### config.mk
export PLATFORM = sky130hd
export DESIGN_NAME = code_lock
export DESIGN_NICKNAME = d
export VERILOG_FILES = /design/src/rtl/code_lock_pkg.sv /design/src/rtl/code_lock_timer.sv /design/src/rtl/code_lock.sv
export SDC_FILE = /design/constraint.sdc
export NUM_CORES = 1
export LEC_CHECK = 0
export CORE_MARGIN = 4
export CORE_UTILIZATION = 60
export DETAILED_ROUTE_END_ITERATION = 7
export PLACE_DENSITY = 0.91
export RECOVER_POWER = 100
export SLEW_MARGIN = 20
export SYNTH_ARGS = -nofsm -noshare
export SYNTH_HDL_FRONTEND = slang
export SYNTH_HIERARCHICAL = 1
export SYNTH_SLANG_ARGS = --single-unit
### constraint.sdc
create_clock -name clk -period 3.41 [get_ports clk]
set_input_delay 1.023 -clock clk [delete_from_list [all_inputs] [get_ports clk]]
set_output_delay 1.023 -clock clk [all_outputs]
set_load 0.005 [all_outputs]
### src/rtl/code_lock_pkg.sv
// ---------------------------------------------------------------------------
// code_lock_pkg
// Shared definitions for the code lock: FSM state encoding, digit width,
// default 50 MHz timing constants and small helpers for digit handling.
// ---------------------------------------------------------------------------
package code_lock_pkg;

   typedef enum logic [1:0] {
      IDLE    = 2'd0,
      ENTRY   = 2'd1,
      OPEN    = 2'd2,
      LOCKOUT = 2'd3
   } lock_state_t;

   localparam int DIGIT_W = 2;

   // Defaults for a 50 MHz clock: 5 s entry timeout, 3 s open, 10 s lockout.
   localparam int DEF_TIMEOUT_CYCLES = 250_000_000;
   localparam int DEF_UNLOCK_CYCLES  = 150_000_000;
   localparam int DEF_LOCKOUT_CYCLES = 500_000_000;

   // Digit idx of the stored code; digit 0 sits in the two LSBs.
   function automatic logic [DIGIT_W-1:0] codeDigit(input logic [15:0] code,
                                                    input logic [3:0]  idx);
      return DIGIT_W'(code >> (32'(idx) * DIGIT_W));
   endfunction

   // Key index of a one-hot press; multi-bit presses are flagged elsewhere,
   // so the value returned for them does not matter.
   function automatic logic [DIGIT_W-1:0] keyToDigit(input logic [3:0] key);
      logic [DIGIT_W-1:0] digit;
      digit = '0;
      case (key)
         4'b0010: digit = 2'd1;
         4'b0100: digit = 2'd2;
         4'b1000: digit = 2'd3;
         default: digit = 2'd0;
      endcase
      return digit;
   endfunction

endpackage

### src/rtl/code_lock_timer.sv
// ---------------------------------------------------------------------------
// interval_timer
// Up-counter shared by the ENTRY, OPEN and LOCKOUT states. It counts while
// enabled and parks at the terminal value, so it never wraps.
//   clk      in   clock
//   reset_n  in   asynchronous active-low reset
//   clear_i  in   restart the count from zero
//   enable_i in   count this cycle
//   limit_i  in   terminal count (interval length minus one)
//   done_o   out  terminal count reached while enabled
// ---------------------------------------------------------------------------
module interval_timer #(
   parameter int WIDTH = 29
) (
   input  logic             clk,
   input  logic             reset_n,
   input  logic             clear_i,
   input  logic             enable_i,
   input  logic [WIDTH-1:0] limit_i,
   output logic             done_o
);

   logic [WIDTH-1:0] count_q;

   // Clear has priority so a restart on the same edge as the expiry wins.
   always_ff @(posedge clk or negedge reset_n) begin
      if (!reset_n) begin
         count_q <= '0;
      end else if (clear_i) begin
         count_q <= '0;
      end else if (enable_i && (count_q != limit_i)) begin
         count_q <= count_q + 1'b1;
      end
   end

   assign done_o = enable_i && (count_q == limit_i);

endmodule

### src/rtl/code_lock.sv
// ---------------------------------------------------------------------------
// code_lock
// Sequential code lock fed by one-cycle key press pulses. Each press enters
// one digit; after CODE_LEN digits the attempt either opens the lock for
// UNLOCK_CYCLES or raises a one-cycle error pulse. MAX_FAIL consecutive
// wrong attempts lock the keypad out for LOCKOUT_CYCLES.
//   clk          in   system clock
//   reset_n      in   asynchronous active-low reset
//   key_pulse    in   press pulses, bit k means digit k
//   unlocked     out  lock open
//   error_pulse  out  one-cycle pulse on a wrong completed code
//   locked_out   out  lockout active
//   digit_count  out  digits entered in the current attempt
//   fail_count   out  consecutive wrong codes
// ---------------------------------------------------------------------------
module code_lock
   import code_lock_pkg::*;
#(
   parameter int          CODE_LEN       = 4,
   parameter logic [15:0] CODE           = 16'h00E4,
   parameter int          TIMEOUT_CYCLES = DEF_TIMEOUT_CYCLES,
   parameter int          UNLOCK_CYCLES  = DEF_UNLOCK_CYCLES,
   parameter int          MAX_FAIL       = 3,
   parameter int          LOCKOUT_CYCLES = DEF_LOCKOUT_CYCLES
) (
   input  logic       clk,
   input  logic       reset_n,
   input  logic [3:0] key_pulse,
   output logic       unlocked,
   output logic       error_pulse,
   output logic       locked_out,
   output logic [3:0] digit_count,
   output logic [2:0] fail_count
);

   localparam int MAX_CYC_A = (TIMEOUT_CYCLES > UNLOCK_CYCLES) ? TIMEOUT_CYCLES : UNLOCK_CYCLES;
   localparam int MAX_CYC   = (MAX_CYC_A > LOCKOUT_CYCLES) ? MAX_CYC_A : LOCKOUT_CYCLES;
   localparam int TIMER_W   = (MAX_CYC > 1) ? $clog2(MAX_CYC) : 1;

   lock_state_t        state_q, state_d;
   logic [3:0]         digitCount_q, digitCount_d;
   logic [2:0]         failCount_q, failCount_d;
   logic               mismatch_q, mismatch_d;
   logic               unlocked_q, unlocked_d;
   logic               lockedOut_q, lockedOut_d;
   logic               errorPulse_q, errorPulse_d;

   logic               press, oneHot, digitMiss, attemptMiss;
   logic [2:0]         failNext;
   logic               timerClear, timerEnable, timerDone;
   logic [TIMER_W-1:0] timerLimit;

   // A multi-bit press still counts as a digit, but always a wrong one.
   assign press       = |key_pulse;
   assign oneHot      = press && ((key_pulse & (key_pulse - 4'd1)) == 4'd0);
   assign digitMiss   = !oneHot || (keyToDigit(key_pulse) != codeDigit(CODE, digitCount_q));
   assign attemptMiss = mismatch_q || digitMiss;
   assign failNext    = failCount_q + 3'd1;

   // The one timer serves all three timed states; pick the interval for
   // whichever state currently owns it.
   always_comb begin
      timerLimit = TIMER_W'(TIMEOUT_CYCLES - 1);
      case (state_q)
         OPEN:    timerLimit = TIMER_W'(UNLOCK_CYCLES - 1);
         LOCKOUT: timerLimit = TIMER_W'(LOCKOUT_CYCLES - 1);
         default: timerLimit = TIMER_W'(TIMEOUT_CYCLES - 1);
      endcase
   end

   assign timerEnable = (state_q != IDLE);

   interval_timer #(
      .WIDTH(TIMER_W)
   ) u_timer (
      .clk      (clk),
      .reset_n  (reset_n),
      .clear_i  (timerClear),
      .enable_i (timerEnable),
      .limit_i  (timerLimit),
      .done_o   (timerDone)
   );

   // Next-state logic. In IDLE/ENTRY a press is checked before the timeout
   // so a press on the expiry cycle is kept; in OPEN a press and an expiry
   // both just relock. Output registers are driven from the next state so
   // every output changes on the same edge as the state.
   always_comb begin
      state_d      = state_q;
      digitCount_d = digitCount_q;
      failCount_d  = failCount_q;
      mismatch_d   = mismatch_q;
      errorPulse_d = 1'b0;
      timerClear   = 1'b0;

      case (state_q)
         IDLE, ENTRY: begin
            if (press) begin
               if (digitCount_q == 4'(CODE_LEN - 1)) begin
                  digitCount_d = 4'd0;
                  mismatch_d   = 1'b0;
                  timerClear   = 1'b1;
                  if (!attemptMiss) begin
                     state_d     = OPEN;
                     failCount_d = 3'd0;
                  end else begin
                     errorPulse_d = 1'b1;
                     failCount_d  = failNext;
                     state_d      = (failNext == 3'(MAX_FAIL)) ? LOCKOUT : IDLE;
                  end
               end else begin
                  digitCount_d = digitCount_q + 4'd1;
                  mismatch_d   = attemptMiss;
                  state_d      = ENTRY;
                  timerClear   = 1'b1;
               end
            end else if ((state_q == ENTRY) && timerDone) begin
               state_d      = IDLE;
               digitCount_d = 4'd0;
               mismatch_d   = 1'b0;
            end
         end
         OPEN: begin
            if (press || timerDone) begin
               state_d = IDLE;
            end
         end
         LOCKOUT: begin
            if (timerDone) begin
               state_d     = IDLE;
               failCount_d = 3'd0;
            end
         end
         default: begin
            state_d = IDLE;
         end
      endcase

      unlocked_d  = (state_d == OPEN);
      lockedOut_d = (state_d == LOCKOUT);
   end

   // State and output registers.
   always_ff @(posedge clk or negedge reset_n) begin
      if (!reset_n) begin
         state_q      <= IDLE;
         digitCount_q <= 4'd0;
         failCount_q  <= 3'd0;
         mismatch_q   <= 1'b0;
         unlocked_q   <= 1'b0;
         lockedOut_q  <= 1'b0;
         errorPulse_q <= 1'b0;
      end else begin
         state_q      <= state_d;
         digitCount_q <= digitCount_d;
         failCount_q  <= failCount_d;
         mismatch_q   <= mismatch_d;
         unlocked_q   <= unlocked_d;
         lockedOut_q  <= lockedOut_d;
         errorPulse_q <= errorPulse_d;
      end
   end

   assign unlocked    = unlocked_q;
   assign error_pulse = errorPulse_q;
   assign locked_out  = lockedOut_q;
   assign digit_count = digitCount_q;
   assign fail_count  = failCount_q;

endmodule

==> results.json, run 1 <==
{
  "initial_core_util_pct": 62.2,
  "mostFrequentLayoutCell": "dfrtp_1",
  "end_kind": "flop",
  "cp.required_ns": 3.63,
  "async_flop_share_pct": 100,
  "dr_total_vias": 2503,
  "synthTopCellsByArea": "dfrtp_1 (36%), xnor2_1 (9.8%), nand4_1 (3.6%)",
  "drv_cap": 1,
  "setup_violations": 0,
  "busiest_layer": "met2",
  "drive_gt1_share_pct": 9.73,
  "ys_seq_area_share_pct": 35.6,
  "groute.usage.overall_pct": 23.9,
  "r2r_end": "u_timer/count_q[6]",
  "ir_drop_v": 0.000267,
  "synth_edf_count": 0,
  "leakage_nw": 1.25,
  "hpwl_um": 4780,
  "overflow": 0,
  "drc": 0,
  "yosysTopAreaCellShare_pct": 35.6,
  "stdcell_area_sq_mm": 0.00321,
  "finalHoldViolCount": 0,
  "dpl_cell_area_sq_mm": 0.00317,
  "synth_cell_type_count": 59,
  "met2_usage_pct": 40.2,
  "grtUsageMet1_pct": 30.3,
  "yosys_register_bits": 42,
  "min-delay-start": "mismatch_q",
  "syn-instance-count": 316,
  "area_growth_syn_to_layout_pct": 8.47,
  "cts_max_path_buffers": 2,
  "dr.first_iter.drc_count": 303,
  "ios": 16,
  "drt-wirelength-per-cell_um": 16.6,
  "finalCoreUtilization_pct": 67.4,
  "ant_nets": 0,
  "nets": 348,
  "internal_power_mw": 0.923,
  "num_rows": 25,
  "die-area_sq_mm": 0.00611,
  "fmax_ghz": 0.325,
  "antenna_cells": 0,
  "power_density_mw_per_mm2": 460,
  "hold_depth": 2,
  "cts_tree": "yes",
  "fin_worst_skew_ns": 0.00592,
  "die_w_um": 78.2,
  "clk_latency_ns": 0.30,
  "wl_um": 6730,
  "first_global_vias": 2437,
  "port_buffers": 15,
  "ys_warn_count": 6,
  "path_clk_slew_ns": 0.09,
  "vias_per_cell": 6.17,
  "p_sw_mw": 0.553,
  "finalCritPeriodShare_pct": 90.3,
  "switching_share_pct": 37.4,
  "cts_buffers": 5,
  "fillers": 403,
  "syn_area_sq_mm": 0.00296,
  "drv_slew": 43,
  "drt-pass1-iter-count": 5,
  "tightest_slew_ns": 2.24,
  "antenna_found_initial": 0,
  "cp.arrival_ns": 3.30,
  "r2r_slack_ns": 0.33,
  "yosysTopAreaCell": "dfrtp_1",
  "fin_crit_ns": 3.08,
  "clkSinkCount": 42,
  "start_kind": "flop",
  "ctsResizeCount": 0,
  "place.gp.congestion": 0.867,
  "whs_endpoint": "mismatch_q",
  "htreeDepth": 2,
  "worstPathMaxFanout": 25,
  "criticalPathCategory": "flop to flop",
  "synth_ff_type": "dfrtp_1",
  "clockPowerShare_pct": 22.1,
  "grt_pass1_wl_um": 11700,
  "slew_headroom_pct": -49.1,
  "clockRootBuffer": "clkbuf_8",
  "gr-usage-met3_pct": 5.28,
  "grt_start_max_net_pins": 43,
  "holdBufCountCts": 0,
  "coreArea_sq_mm": 0.00475,
  "reg2reg_depth": 9,
  "cts_setup_buffers": 0,
  "pwr-share-seq_pct": 42.3,
  "p_total_mw": 1.48,
  "r2r-start": "state_q[0]",
  "status": "finished, violations left",
  "setup_tns_ns": 0,
  "layout_common_cells": "dfrtp_1 (42), xnor2_1 (33), nand2_1 (24)",
  "hold_path_class": "flop to flop",
  "violations": "capacitance limit, slew limit",
  "rsz0062_at_grt": "false",
  "avgSynthCellArea_sq_um": 9.35,
  "pwr-share-comb_pct": 35.6,
  "die_height_um": 78.2
}
## layout make-up
| class | count | area (sq um) | share of cell area, % |
|---|---|---|---|
| Multi-Input combinational cell | 258 | 1760 | 55.0 |
| Sequential cell | 42 | 1050 | 32.8 |
| Timing Repair Buffer | 21 | 181 | 5.66 |
| Tap cell | 67 | 83.8 | 2.62 |
| Clock buffer | 5 | 68.8 | 2.15 |
| Inverter | 10 | 37.5 | 1.17 |
| Clock inverter | 3 | 21.3 | 0.664 |
## critical path, cell delays in order, from the launching register on
cell,delay (ns)
dfrtp_1,0.48
nand2_1,0.20
inv_1,0.36
xnor2_1,0.21
nand4_1,0.21
nor4_4,0.52
and2_4,0.40
clkbuf_1,0.30
o21ai_0,0.15
a21oi_1,0.15
## state kept, by name (all words and copies together), names as in the netlist
name             count
digit_count          4
fail_count           3
u_timer/count_q     29
error_pulse          1
state_q              2
unlocked             1
locked_out           1
mismatch_q           1
## power by group through the flow
stage / clock network (mW) / registers [mW] / logic, mW
CTS: 0.338 / 0.624 / 0.558
global route: 0.358 / 0.637 / 0.585
global placement: 0 / 0.631 / 0.532
finish: 0.326 / 0.624 / 0.526
floorplan: 0 / 0.623 / 0.375
detailed placement: 0 / 0.635 / 0.552
## synth_stat cells (3+ instances only)
cell type,number
mux2_4,5
xnor2_1,33
nor2_1,16
inv_1,10
nand4_1,17
dfrtp_1,42
or4_1,11
nand2_1,24
a21oi_1,18
nand3_1,11
buf_6,5
nor2b_1,7
or3_1,6
o21ai_1,8
and3_1,10
nor3_1,3
o21ai_0,8
clkbuf_1,8
nand2b_1,6
o31a_1,3
a211oi_1,4
nor4_1,3
o31ai_1,10
o211ai_1,3
ha_1,4
## kinds of logic after synthesis
logic type	after synthesis	share of synthesized area, %
XOR/XNOR	35	10.4
adder cells (fa/ha/maj)	4	1.69
buffers and inverters	25	4.61
AO/OA/AOI/OAI	68	16.1
other	2	0.254
multiplexers	7	3.26
AND/OR/NAND/NOR	133	28.1
flip-flops	42	35.6
## stage by stage
stage	cells	hold WS (ns)	setup WS, ns
after floorplan	325	0.457	0.831
after global placement	398	0.482	0.400
after detailed placement	398	0.477	0.357
after CTS	406	0.497	0.412
after global routing	406	0.526	0.109
final	406	0.487	0.332
## how the worst max path moves through the flow
| stage | start | endpoint | slack (ns) | cells after the start |
|---|---|---|---|---|
| 2_1_floorplan | state_q[1] | unlocked | 0.83 | 12 |
| 3_3_place_gp | key_pulse[3] | locked_out | 0.40 | 5 |
| 5_1_grt | state_q[0] | u_timer/count_q[4] | 0.11 | 9 |
| 3_5_place_dp | key_pulse[3] | locked_out | 0.36 | 5 |
| 6_report | state_q[0] | u_timer/count_q[6] | 0.33 | 9 |
| 4_1_cts | state_q[0] | u_timer/count_q[0] | 0.41 | 8 |
## metal layers
layer	vias up	wire length, um
li1	1192	-
met4	0	119
met5	-	0
met2	88	3360
met1	1209	2800
met3	14	449
No activity file was read; power rests on OpenSTA's default activity.
==> inputs of run 2 (changes only) <==
--- a/config.mk
+++ b/config.mk
@@ -6,12 +6,15 @@
 export NUM_CORES = 1
 export LEC_CHECK = 0
 export CORE_MARGIN = 4
-export CORE_UTILIZATION = 60
+export CORE_UTILIZATION = 62
+export CTS_BUF_LIST = sky130_fd_sc_hd__clkbuf_8
 export DETAILED_ROUTE_END_ITERATION = 7
-export PLACE_DENSITY = 0.91
+export PLACE_DENSITY = 0.93
 export RECOVER_POWER = 100
+export SKIP_LAST_GASP = 1
 export SLEW_MARGIN = 20
 export SYNTH_ARGS = -nofsm -noshare
 export SYNTH_HDL_FRONTEND = slang
 export SYNTH_HIERARCHICAL = 1
 export SYNTH_SLANG_ARGS = --single-unit
+export TNS_END_PERCENT = 30
==> run 2 against run 1 <==
Compared with the run above:
- the run still ends with capacitance limit, slew limit left
- design area fell by 1.1%
- register-to-register slack got worse by 0.02 ns
- final cell count fell by 4.2%
- largest cell class unchanged
- worst setup slack got worse by 0.019 ns
- critical path type unchanged
- highest routed layer unchanged
- die area fell by 2.9%
- sequential power barely moved
- total power rose by 0.20%
- non-clock buffer count fell by 2
==> results.json, run 2 (same netlist as run 1, synthesis figures left out) <==
{
  "end_kind": "flop",
  "power_density_mw_per_mm2": 467,
  "clkSinkCount": 42,
  "critPathSlowestCell": "and2_2",
  "regMostFlops": "u_timer/count_q",
  "die_w_um": 77.0,
  "antenna_found_initial": 0,
  "grt_start_max_net_pins": 43,
  "min-delay-start": "mismatch_q",
  "violations": "capacitance limit, slew limit",
  "cp.arrival_ns": 3.28,
  "cts_buffers": 5,
  "overflow": 0,
  "fillers": 314,
  "dpl_cell_area_sq_mm": 0.00315,
  "hold_path_class": "flop to flop",
  "max_stage_delay_ns": 0.55,
  "ctsResizeCount": 0,
  "htreeDepth": 2,
  "place_ws_ns": 0.330,
  "clockRootBuffer": "clkbuf_8",
  "holdBufCountCts": 0,
  "ff_latch_area_sq_mm": 0.00105,
  "worstPathMaxFanout": 29,
  "largest_reg_flops": 29,
  "hold_depth": 2,
  "drv_cap": 1,
  "finalCritPeriodShare_pct": 90.8,
  "hpwl_um": 4600,
  "critPathLaunch": "state_q[0]",
  "drt-pass1-iter-count": 5,
  "layout_common_cells": "dfrtp_1 (42), xnor2_1 (33), nand2_1 (24)",
  "tightest_slew_ns": 2.28,
  "drv_slew": 43,
  "nets": 346,
  "cts_tree": "yes",
  "groute.usage.overall_pct": 23.6,
  "fin_crit_ns": 3.10,
  "grt_pass1_wl_um": 11500,
  "wl_um": 6630,
  "reg2reg_depth": 8,
  "path_clk_slew_ns": 0.08,
  "cts_max_path_buffers": 2,
  "ios": 16,
  "num_rows": 24,
  "fmax_ghz": 0.323,
  "finalHoldViolCount": 0,
  "start_kind": "flop",
  "first_global_vias": 2419,
  "ir_drop_v": 0.000289,
  "place.gp.congestion": 0.882,
  "clk_latency_ns": 0.30,
  "multi_input_area_sq_mm": 0.00174,
  "status": "finished, violations left",
  "die_height_um": 77.0,
  "area_growth_syn_to_layout_pct": 7.24,
  "coreArea_sq_mm": 0.00447,
  "vias_per_cell": 6.44,
  "drive_gt1_share_pct": 8.90,
  "fin_worst_skew_ns": 0.00932,
  "maxUsedRoutingLayer": "met4",
  "setup_slack_ns": 0.312,
  "path_cells": "nand2_1 > inv_1 > xnor2_1 > nand4_1 > nor4_4 > and2_2 > nand2b_1 > mux2_2",
  "port_buffers": 15,
  "rsz0062_at_grt": "false",
  "r2r-start": "state_q[0]",
  "routed-wl-met2_um": 3310,
  "ant_nets": 0,
  "die-area_sq_mm": 0.00594,
  "drt-wirelength-per-cell_um": 17.0,
  "setup_tns_ns": 0,
  "antenna_cells": 0,
  "cp.required_ns": 3.59,
  "mostFrequentLayoutCell": "dfrtp_1",
  "stdcell_area_sq_mm": 0.00317,
  "criticalPathCategory": "flop to flop",
  "dr_total_vias": 2504,
  "drt-met1-wl_um": 2880,
  "leakage_nw": 1.25,
  "slew_headroom_pct": -51.9,
  "dr.first_iter.drc_count": 231,
  "cts_setup_buffers": 0,
  "routed-wl-met3_um": 366,
  "drc": 0,
  "setup_violations": 0,
  "initial_core_util_pct": 66.1
}
[run 2: cell types whose count changed in the layout (fill, tap and decap cells not counted), sizes merged]
cell / previous run / this run
inv: 10 / 11
clkinv: 2 / 1
buf: 4 / 3
clkinvlp: 1 / 0
[run 2: worst max-delay path: cells and delay by family, from the launching register on]
kind          cells  cell delay [ns]
simple gates      5             1.66
xor+xnor          1             0.16
mux               1             0.34
buf+inv           1             0.34
flops             1             0.48
[run 2: through the flow]
stage / total power, mW / util [%] / hold WS [ns] / instances
after detailed placement: 1.19 / 70.3 / 0.481 / 381
after CTS: 1.52 / 72.3 / 0.508 / 389
after global placement: 1.17 / 70.3 / 0.478 / 381
after floorplan: 0.998 / - / 0.457 / 325
after global routing: 1.58 / 70.8 / 0.540 / 389
final: 1.48 / 70.8 / 0.509 / 389
[run 2: final timing paths]
kind                                           end  slack, ns
worst max-delay path            u_timer/count_q[0]       0.31
worst min-delay path                    mismatch_q       0.51
worst max register to register  u_timer/count_q[0]       0.31
worst min register to register          mismatch_q       0.51
max in group asynchronous       u_timer/count_q[4]       0.72
min in group asynchronous       u_timer/count_q[9]       1.40
[run 2: final cells by class]
cell class / count / area share [%]
clock buffers: 6 / 2.61
clock inverters: 2 / 0.276
inverters: 10 / 1.18
multi-input cells: 258 / 54.9
flip-flops and latches: 42 / 33.2
well taps: 52 / 2.05
repair buffers: 19 / 5.80
[run 2: report_power, final]
part	internal, mW	switching [mW]
logic	0.231	0.292
registers	0.553	0.0686
clock network	0.161	0.174
total	0.944	0.535
[run 2: routing by layer]
metal,GRT usage (%),vias up
met5,0,-
met4,8.19,0
met3,4.80,11
met2,38.8,87
met1,31.1,1221
li1,-,1185
